`src/rtl/uart_msg_rx.sv`:
```
// uart_msg_rx: assembles UART bytes into {payload, header} messages (header byte
// first, payload LSB first) and queues them in a first-word fall-through FIFO.
// Optional inter-byte gap timeout is compiled in with `define UART_RX_TIMEOUT_EN.
module uart_msg_rx #(
  parameter int HEADER_W       = 8,
  parameter int PAYLOAD_W      = 64,
  parameter int DEPTH          = 4,
  parameter int TIMEOUT_CYCLES = 100000
) (
  input  logic                          clk,
  input  logic                          n_reset,
  input  logic [7:0]                    rx_data,
  input  logic                          rx_valid,
  output logic                          uart_in_avail,
  input  logic                          uart_in_req,
  output logic [HEADER_W+PAYLOAD_W-1:0] uart_in_msg,
  output logic                          uart_in_full,
  output logic                          msg_dropped,
  output logic                          msg_timeout
);

  localparam int MSG_W  = HEADER_W + PAYLOAD_W;
  localparam int NBYTES = MSG_W / 8;
  localparam int IW     = $clog2(NBYTES);
  localparam int AW     = $clog2(DEPTH);

  // Reject parameter sets the byte indexing and pointer wrap cannot handle.
  if ((MSG_W % 8) != 0 || NBYTES < 2 || DEPTH < 2 || (DEPTH & (DEPTH - 1)) != 0 ||
      TIMEOUT_CYCLES < 1) begin : g_bad_params
    $error("uart_msg_rx: unsupported parameter combination");
  end

  typedef enum logic {S_IDLE, S_COLLECT} state_t;

  state_t            state_q, state_d;
  logic [IW-1:0]     idx_q, idx_d;
  logic [MSG_W-1:0]  asm_q, asm_d;
  logic              commit;
  logic              timeout_hit;

  logic [MSG_W-1:0]  mem [DEPTH];
  logic [AW-1:0]     wr_ptr_q, wr_ptr_d;
  logic [AW-1:0]     rd_ptr_q, rd_ptr_d;
  logic [AW:0]       count_q, count_d;
  logic [MSG_W-1:0]  msg_q, msg_d;
  logic              full_q;
  logic              drop_q;
  logic              push;
  logic              pop;

`ifdef UART_RX_TIMEOUT_EN
  localparam int GW = $clog2(TIMEOUT_CYCLES + 1);
  logic [GW-1:0]     gap_q, gap_d;
  logic              to_q;

  // Timeout fires once the gap counter has reached the limit while a message is partial.
  always_comb begin
    timeout_hit = (state_q == S_COLLECT) && (gap_q == GW'(TIMEOUT_CYCLES));
  end

  // Gap counter: cleared by any byte or while idle, otherwise counts up and saturates.
  always_comb begin
    gap_d = gap_q;
    if (rx_valid || state_q == S_IDLE || timeout_hit) begin
      gap_d = '0;
    end else if (gap_q != GW'(TIMEOUT_CYCLES)) begin
      gap_d = gap_q + GW'(1);
    end
  end

  // Gap counter and timeout pulse registers.
  always_ff @(posedge clk) begin
    if (!n_reset) begin
      gap_q <= '0;
      to_q  <= 1'b0;
    end else begin
      gap_q <= gap_d;
      to_q  <= timeout_hit;
    end
  end

  assign msg_timeout = to_q;
`else
  // Without the timeout a partial message waits indefinitely.
  always_comb begin
    timeout_hit = 1'b0;
  end

  assign msg_timeout = 1'b0;
`endif

  // Assembler next state: place each byte at its index, commit on the last one.
  always_comb begin
    state_d = state_q;
    idx_d   = idx_q;
    asm_d   = asm_q;
    commit  = 1'b0;
    if (timeout_hit) begin
      state_d = S_IDLE;
      idx_d   = '0;
    end
    if (rx_valid) begin
      if (state_q == S_IDLE || timeout_hit) begin
        asm_d      = '0;
        asm_d[7:0] = rx_data;
        idx_d      = IW'(1);
        state_d    = S_COLLECT;
      end else begin
        asm_d[8*idx_q +: 8] = rx_data;
        if (idx_q == IW'(NBYTES - 1)) begin
          commit  = 1'b1;
          idx_d   = '0;
          state_d = S_IDLE;
        end else begin
          idx_d = idx_q + IW'(1);
        end
      end
    end
  end

  // FIFO control: a commit is refused only when full and not popped in the same cycle.
  always_comb begin
    pop      = uart_in_req && (count_q != '0);
    push     = commit && ((count_q != (AW+1)'(DEPTH)) || pop);
    wr_ptr_d = wr_ptr_q + AW'(push);
    rd_ptr_d = rd_ptr_q + AW'(pop);
    count_d  = count_q + (AW+1)'(push) - (AW+1)'(pop);
    msg_d    = msg_q;
    if (count_d != '0) begin
      // The new head is the message being written this cycle when it lands in the head slot.
      if (push && (wr_ptr_q == rd_ptr_d)) begin
        msg_d = asm_d;
      end else begin
        msg_d = mem[rd_ptr_d];
      end
    end
  end

  // Message storage: written on an accepted commit, never reset.
  always_ff @(posedge clk) begin
    if (push) begin
      mem[wr_ptr_q] <= asm_d;
    end
  end

  // State, pointers, occupancy and registered outputs.
  always_ff @(posedge clk) begin
    if (!n_reset) begin
      state_q  <= S_IDLE;
      idx_q    <= '0;
      asm_q    <= '0;
      wr_ptr_q <= '0;
      rd_ptr_q <= '0;
      count_q  <= '0;
      msg_q    <= '0;
      full_q   <= 1'b0;
      drop_q   <= 1'b0;
    end else begin
      state_q  <= state_d;
      idx_q    <= idx_d;
      asm_q    <= asm_d;
      wr_ptr_q <= wr_ptr_d;
      rd_ptr_q <= rd_ptr_d;
      count_q  <= count_d;
      msg_q    <= msg_d;
      full_q   <= (count_d == (AW+1)'(DEPTH));
      drop_q   <= commit && !push;
    end
  end

  assign uart_in_avail = (count_q != '0);
  assign uart_in_msg   = msg_q;
  assign uart_in_full  = full_q;
  assign msg_dropped   = drop_q;

endmodule
```
`config.mk`:
```
export PLATFORM = sky130hd
export DESIGN_NAME = uart_msg_rx
export DESIGN_NICKNAME = d
export VERILOG_FILES = /design/src/rtl/uart_msg_rx.sv
export SDC_FILE = /design/constraint.sdc
export NUM_CORES = 1
export LEC_CHECK = 0
export ABC_AREA = 1
export BUFFER_PORTS_ARGS = -buffer_cell sky130_fd_sc_hd__buf_4
export CELL_PAD_IN_SITES_DETAIL_PLACEMENT = 2
export CELL_PAD_IN_SITES_GLOBAL_PLACEMENT = 2
export CORE_MARGIN = 4
export CORE_UTILIZATION = 39
export CTS_CLUSTER_DIAMETER = 120
export CTS_CLUSTER_SIZE = 14
export DETAILED_ROUTE_END_ITERATION = 8
export PLACE_DENSITY = 0.86
export RECOVER_POWER = 50
export SETUP_SLACK_MARGIN = 0.2
export SKIP_LAST_GASP = 1
export SLEW_MARGIN = 25
export SYNTH_ARGS = -nofsm -noshare
export SYNTH_HDL_FRONTEND = slang
export SYNTH_SLANG_ARGS = --single-unit
```
`constraint.sdc`:
```
create_clock -name clk -period 8 [get_ports clk]
set_clock_uncertainty 0.05 [all_clocks]
set_input_delay 0.8 -clock clk [delete_from_list [all_inputs] [get_ports clk]]
set_output_delay 0.8 -clock clk [all_outputs]
set_load 0.005 [all_outputs]
```
==> impl_metrics.tcl, run 1 <==
set metrics [dict create \
    finalNetCount 2022 \
    synth_seq_cells 446 \
    totalNegativeSetupSlack_ps 0 \
    cts_tree "done" \
    routed_wl_mm 66.3 \
    drc 0 \
    cts-root-buf "clkbuf_16" \
    crit_fanout 61 \
    drt-wirelength-per-cell_um 25.2 \
    final_util_pct 44.4 \
    num_vias 15100 \
    cts_made_buffers 37 \
    netlist-cell-type-count 37 \
    vdd_ir_drop_max_uv 318 \
    max_freq_ghz 0.189 \
    regArea_um2 11800 \
    multi_input_area_um2 5890 \
    cp_slowest_cell "clkbuf_1" \
    path_cells "nor2_1 -> a21oi_1 -> ha_4 -> clkbuf_1 -> buf_4 -> buf_16 -> nor2_1 -> o31ai_1 -> o21ai_0 -> a21oi_1" \
    dieArea_um2 51500 \
    powerDensity_nw_per_um2 378 \
    rows 79 \
    crit_type "reg2reg" \
    worst_slack_ps 2700 \
    gr-total-overflow 0 \
    clkTransAtPathRegs_ps 70 \
    seq_area_frac_synth_pct 63.2 \
    ys_warn_count 0 \
    drv_cap 10 \
    pre_cts_ws_ps 3010 \
    cp_data_required_time_ps 8450 \
    hp-class "reg2reg" \
    area_growth_pct 11.4 \
    hold_ws_ps 428 \
    synthesis.nets 1991 \
    violations "max-capacitance violations, max-slew violations" \
    critPathBufInv 3 \
    yosys.area.top_type "edfxtp_1" \
    postCtsResizedCells 0 \
    rsz0062_at_grt "false" \
    critPathArrivalTime_ps 5750 \
    io_pins 88 \
    dr.pass1.iters 5 \
    cp-start-kind "flop" \
    start_util_pct 39.8 \
    antenna_left 0 \
    synth_top_area_share_pct 46.2 \
    path_delay_family "buffers and inverters" \
    syn_area_per_cell_um2 9.50 \
    first_global_vias 16500 \
    slew_viol_final 413 \
    max-slew-margin-rel_pct -139 \
    drtIter0Drc 1150 \
    antenna-diode-count 0 \
    postPlaceCellArea_um2 19900 \
    synth_area_um2 18700 \
    gp_congestion 0.847 \
    tightest_slew_ps 3580 \
    drive_gt1_share_pct 8.68 \
    grt_usage_pct 25.2 \
    cts_max_level 2 \
    cts_buffer_depth 3 \
    period_minus_slack_ps 5300 \
    cts_hold_buf 0 \
    ys_top_cells_by_area "edfxtp_1 46%, dfxtp_1 17%, nand2_1 9.6%" \
    max_stage_delay_ps 2100 \
    port-buffer-count 86 \
    fin_crit_sh_pct 66.3 \
    grt_pass1_wl_mm 99.6 \
    leakagePower_nw 8.07 \
    status "finished, violations left" \
    core_um2 47000 \
    fill_cells 5008 \
    antenna_found_initial 0 \
    dp_hpwl_mm 39.6 \
    finalSetupViolCount 0 \
    viasPerCell 5.72 \
    clock_latency_ps 580 \
    die_y_um 227 \
    crit_path_end_kind "flop" \
    syn_inst 1969 \
    final_area_um2 20800 \
    post_cts_buffers 0 \
    die_width_um 227 \
    grt_max_degree 94 \
    numClockSinks 446 \
    final-hold-violation-count 0 \
]
-- synth_stat cells (all sizes together) --
master	n
buf	36
nor2	184
clkinv	5
nand2	484
nor3	25
or2	18
a21oi	151
inv	133
o211ai	11
xor2	1
o21ai	148
ha	9
nand4	35
clkbuf	83
conb	1
nor4	13
a31oi	32
dfxtp	158
xnor2	3
fa	1
o31ai	2
nand3	143
edfxtp	288
o22ai	4
a211oi	1
-- per-layer routing --
metal / vias to the layer above / part of all wire [%] / global-route usage, %
met5: - / 0 / 0
met4: 0 / 2.7 / 7.71
met3: 111 / 4.5 / 3.91
met2: 392 / 50 / 44.4
met1: 7823 / 43 / 32.3
li1: 6734 / - / -
-- report_power, final --
group | switching (W) | internal [W]
logic | 0.00227 | 0.00106
registers | 0.000142 | 0.00263
clock network | 0.000868 | 0.000889
total | 0.00328 | 0.00458
-- worst register-to-register path: stages, from the launching register on --
cell,delay [ps]
dfxtp_1,350
nor2_1,240
a21oi_1,200
ha_4,350
clkbuf_1,2100
buf_4,680
buf_16,330
nor2_1,130
o31ai_1,380
o21ai_0,240
a21oi_1,190
-- through the flow --
stage	cells	total power (W)
floorplan	1969	0.00482
global placement	2567	0.00580
detailed placement	2567	0.00607
CTS	2634	0.00788
global route	2635	0.00835
finish	2635	0.00787
-- worst paths after layout --
path                                       from  slack (ps)         endpoint  cells past startpoint
worst max-delay path                 count_q[1]        2700   uart_in_msg[8]                     10
worst min-delay path            uart_in_msg[68]         430  uart_in_msg[68]                      2
worst max register to register       count_q[1]        2700   uart_in_msg[8]                     10
worst min register to register  uart_in_msg[68]         430  uart_in_msg[68]                      2
-- cell type report --
| type | count | share of cell area (%) |
|---|---|---|
| tap | 607 | 3.65 |
| clock inverter | 3 | 0.198 |
| timing repair buffer | 111 | 3.68 |
| clock buffer | 64 | 4.98 |
| multi-input combinational | 1266 | 28.3 |
| sequential | 446 | 56.7 |
| inverter | 138 | 2.52 |
-- cell families (layout without fill, tap and decap cells) --
| family | count (synthesis) | in the layout | share of synthesized area (%) |
|---|---|---|---|
| and+or+nand+nor | 902 | 902 | 20.8 |
| AOI/OAI and AO/OA | 349 | 349 | 9.83 |
| buffers and inverters | 257 | 316 | 5.33 |
| DFF | 446 | 446 | 63.2 |
| adders and majority gates | 10 | 10 | 0.709 |
| xor gates and xnor gates | 4 | 4 | 0.187 |
| other | 1 | 1 | 0.0201 |
-- cells in the final DEF (no fill, tap or decap), types with 5 or more instances in the layout --
master / count
a21oi_1: 151
a31oi_1: 32
buf_4: 23
clkbuf_1: 51
clkbuf_16: 37
clkbuf_4: 60
dfxtp_1: 158
edfxtp_1: 288
ha_1: 8
inv_1: 128
nand2_1: 481
nand3_1: 138
nand3_2: 5
nand4_1: 35
nor2_1: 178
nor3_1: 18
nor3_2: 7
nor4_1: 13
o211ai_1: 11
o21ai_0: 138
o21ai_1: 9
or2_2: 18
-- sequential cells by signal, summed over array words and instances, names as in the netlist --
register	count
asm_q	72
count_q	3
idx_q	4
mem	288
msg_dropped	1
rd_ptr_q	2
state_q	1
uart_in_full	1
uart_in_msg	72
wr_ptr_q	2
Power figures use the tool's default switching activity.
==> run 2: changes to the inputs <==
Settings changed: ABC_AREA 1 to 0, PLACE_DENSITY 0.86 to 0.82.
Clock period 8 ns to 4.6 ns, I/O delays scaled along.
==> run 2 against run 1 <==
Effect of this change:
- the flow still finishes with violations (max-capacitance violations, max-slew violations)
- combinational power grew 27%
- synthesized cell count decreased by 31%
- clock power increased by 73%
- core utilization up 0.52 points
- final cell count fell by 22%
- flip-flop and latch count did not move
- synthesized area down 2.5%
- power is 53% higher
==> impl_metrics.tcl, run 2 <==
set metrics [dict create \
    clock_latency_ps 580 \
    cp_data_required_time_ps 5050 \
    synth_top_area_share_pct 47.4 \
    syn_area_per_cell_um2 13.4 \
    die_width_um 224 \
    fill_cells 4431 \
    viasPerCell 5.92 \
    dp_hpwl_mm 34.0 \
    drt-wirelength-per-cell_um 27.3 \
    cts_made_buffers 37 \
    critPathArrivalTime_ps 4740 \
    vdd_ir_drop_max_uv 451 \
    final_common_cell "edfxtp_1" \
    yosys.area_share.simple_pct 10.3 \
    antenna_found_initial 3 \
    worst_slack_ps 309 \
    drv_cap 5 \
    first_global_vias 13500 \
    dr.pass1.iters 5 \
    finalSetupViolCount 0 \
    netlist-cell-type-count 59 \
    drc 0 \
    ys_top_cells_by_area "edfxtp_1 47%, dfxtp_1 17%, mux4_2 8.9%" \
    die_y_um 224 \
    crit_type "reg2reg" \
    powerDensity_nw_per_um2 588 \
    synth_top_family_by_area "compound AO/OA/AOI/OAI gates" \
    period_minus_slack_ps 4290 \
    core_um2 45800 \
    start_util_pct 39.8 \
    synthTopCellsByCount "288 x edfxtp_1, 158 x dfxtp_1, 124 x nand2_1" \
    finalNetCount 1436 \
    grt_max_degree 73 \
    cts-root-buf "clkbuf_16" \
    crit_fanout 14 \
    area_growth_pct 12.7 \
    rsz0062_at_grt "false" \
    largest_reg_flops 288 \
    tightest_slew_ps 2570 \
    synth_most_common_cell "edfxtp_1" \
    num_vias 12100 \
    pre_cts_ws_ps 511 \
    drtIter0Drc 914 \
    seq_area_frac_synth_pct 64.8 \
    synth_top_flop_cell "edfxtp_1" \
    finalPower_w 0.0121 \
    final-hold-violation-count 0 \
    drive_gt1_share_pct 16.4 \
    grt_usage_pct 22.1 \
    cp-start-kind "flop" \
    gp_congestion 0.799 \
    syn_inst 1361 \
    cts_max_level 2 \
    synth_adder_area_share_pct 0.727 \
    yosys.area.top_type "edfxtp_1" \
    max_freq_ghz 0.233 \
    antenna_left 0 \
    hp-class "in2reg" \
    synth-xor-area-share_pct 0.460 \
    clkTransAtPathRegs_ps 70 \
    io_pins 88 \
    rows 78 \
    routed_wl_mm 55.7 \
    violations "max-capacitance violations, max-slew violations" \
    largest-register "mem" \
    port-buffer-count 86 \
    max-slew-margin-rel_pct -71.2 \
    fin_crit_sh_pct 93.3 \
    slew_viol_final 207 \
    ys_warn_count 0 \
    synth-compound-area-share_pct 11.1 \
    gr-total-overflow 0 \
    grt_pass1_wl_mm 85.4 \
    final_cell_mix "288 x edfxtp_1, 158 x dfxtp_1, 124 x nand2_1, 118 x a21oi_1, 100 x o21ai_0" \
    synthesis.nets 1383 \
    numClockSinks 446 \
    status "finished, violations left" \
    dieArea_um2 50300 \
    hold_ws_ps 275 \
    synth_async_sr_flop_share_pct 0 \
    synth_mux_area_share_pct 9.83 \
    cts_buffer_depth 3 \
    leakagePower_nw 7.12 \
    synth_edf_count 288 \
    crit_path_end_kind "flop" \
    cts_tree "done" \
    totalNegativeSetupSlack_ps 0 \
    synth_seq_cells 446 \
    synth_area_um2 18200 \
]
run 2: cell types whose count changed after synthesis, sizes merged, moves of 31 or more:
| cell | previous run | this run |
|---|---|---|
| nand2 | 484 | 124 |
| nor2 | 184 | 21 |
| o21ai | 148 | 101 |
| and2 | 0 | 53 |
| inv | 133 | 20 |
| nand3 | 143 | 50 |
| a21oi | 151 | 120 |
| mux4 | 0 | 72 |
run 2: timing repair:
| item | CTS | global route |
|---|---|---|
| resized for setup | 0 | 2 |
| hold buffers | 0 | 0 |
| hold endpoints to repair | 0 | 0 |
| setup buffers | 0 | 0 |
| endpoints found under the setup margin | 0 | 4 |
run 2: cell families (layout without fill, tap and decap cells):
group	after synthesis	after routing
AOI/OAI and AO/OA	330	330
other	1	2
muxes	89	89
adders and majority gates	10	10
and+or+nand+nor	354	354
xor gates and xnor gates	8	8
DFF	446	446
buffers and inverters	123	204
run 2: final timing paths:
check	startpoint	to	slack [ps]	depth (start not counted)
worst max-delay path	idx_q[2]	uart_in_msg[71]	310	7
worst min-delay path	uart_in_req	msg_dropped	280	3
worst max register to register	idx_q[2]	uart_in_msg[71]	310	7
worst min register to register	asm_q[67]	asm_q[67]	460	2
run 2: cell type report:
type                       instances  area, um2  share of cell area [%]
sequential                       446      11800                    57.5
timing repair buffer             117        826                    4.02
tap                              600        751                    3.65
inverter                          20       75.1                   0.365
antenna                            1       2.50                  0.0122
multi-input combinational        792       6000                    29.2
clock buffer                      66       1070                    5.19
clock inverter                     1       16.3                  0.0792
run 2: critical path: stages, from the launching register on:
cell       delay (ps)
dfxtp_1           630
nor3_1            100
ha_1              450
or4b_1            520
a2111oi_0        1590
a32oi_1           440
nand2b_1          310
a21oi_1           140
run 2: power by group:
group,total [W],switching [W],internal (W)
logic,0.00423,0.00240,0.00183
registers,0.00480,0.000243,0.00456
clock network,0.00304,0.00146,0.00157
total,0.0121,0.00410,0.00797
run 2: routing by layer:
| metal | track usage, % | vias up | share of wire, % |
|---|---|---|---|
| li1 | - | 5256 | - |
| met1 | 29.3 | 6473 | 43 |
| met2 | 39.1 | 286 | 51 |
| met3 | 2.34 | 73 | 4.2 |
| met4 | 5.61 | 0 | 2.0 |
| met5 | 0 | - | 0 |
run 2: metrics by stage:
step | cells | util [%] | area, um2
after global placement | 1975 | 42.8 | 19600
final | 2043 | 44.9 | 20500
after global routing | 2042 | 44.9 | 20500
after detailed placement | 1975 | 42.8 | 19600
after CTS | 2042 | 45.2 | 20700
after floorplan | 1361 | - | 18200
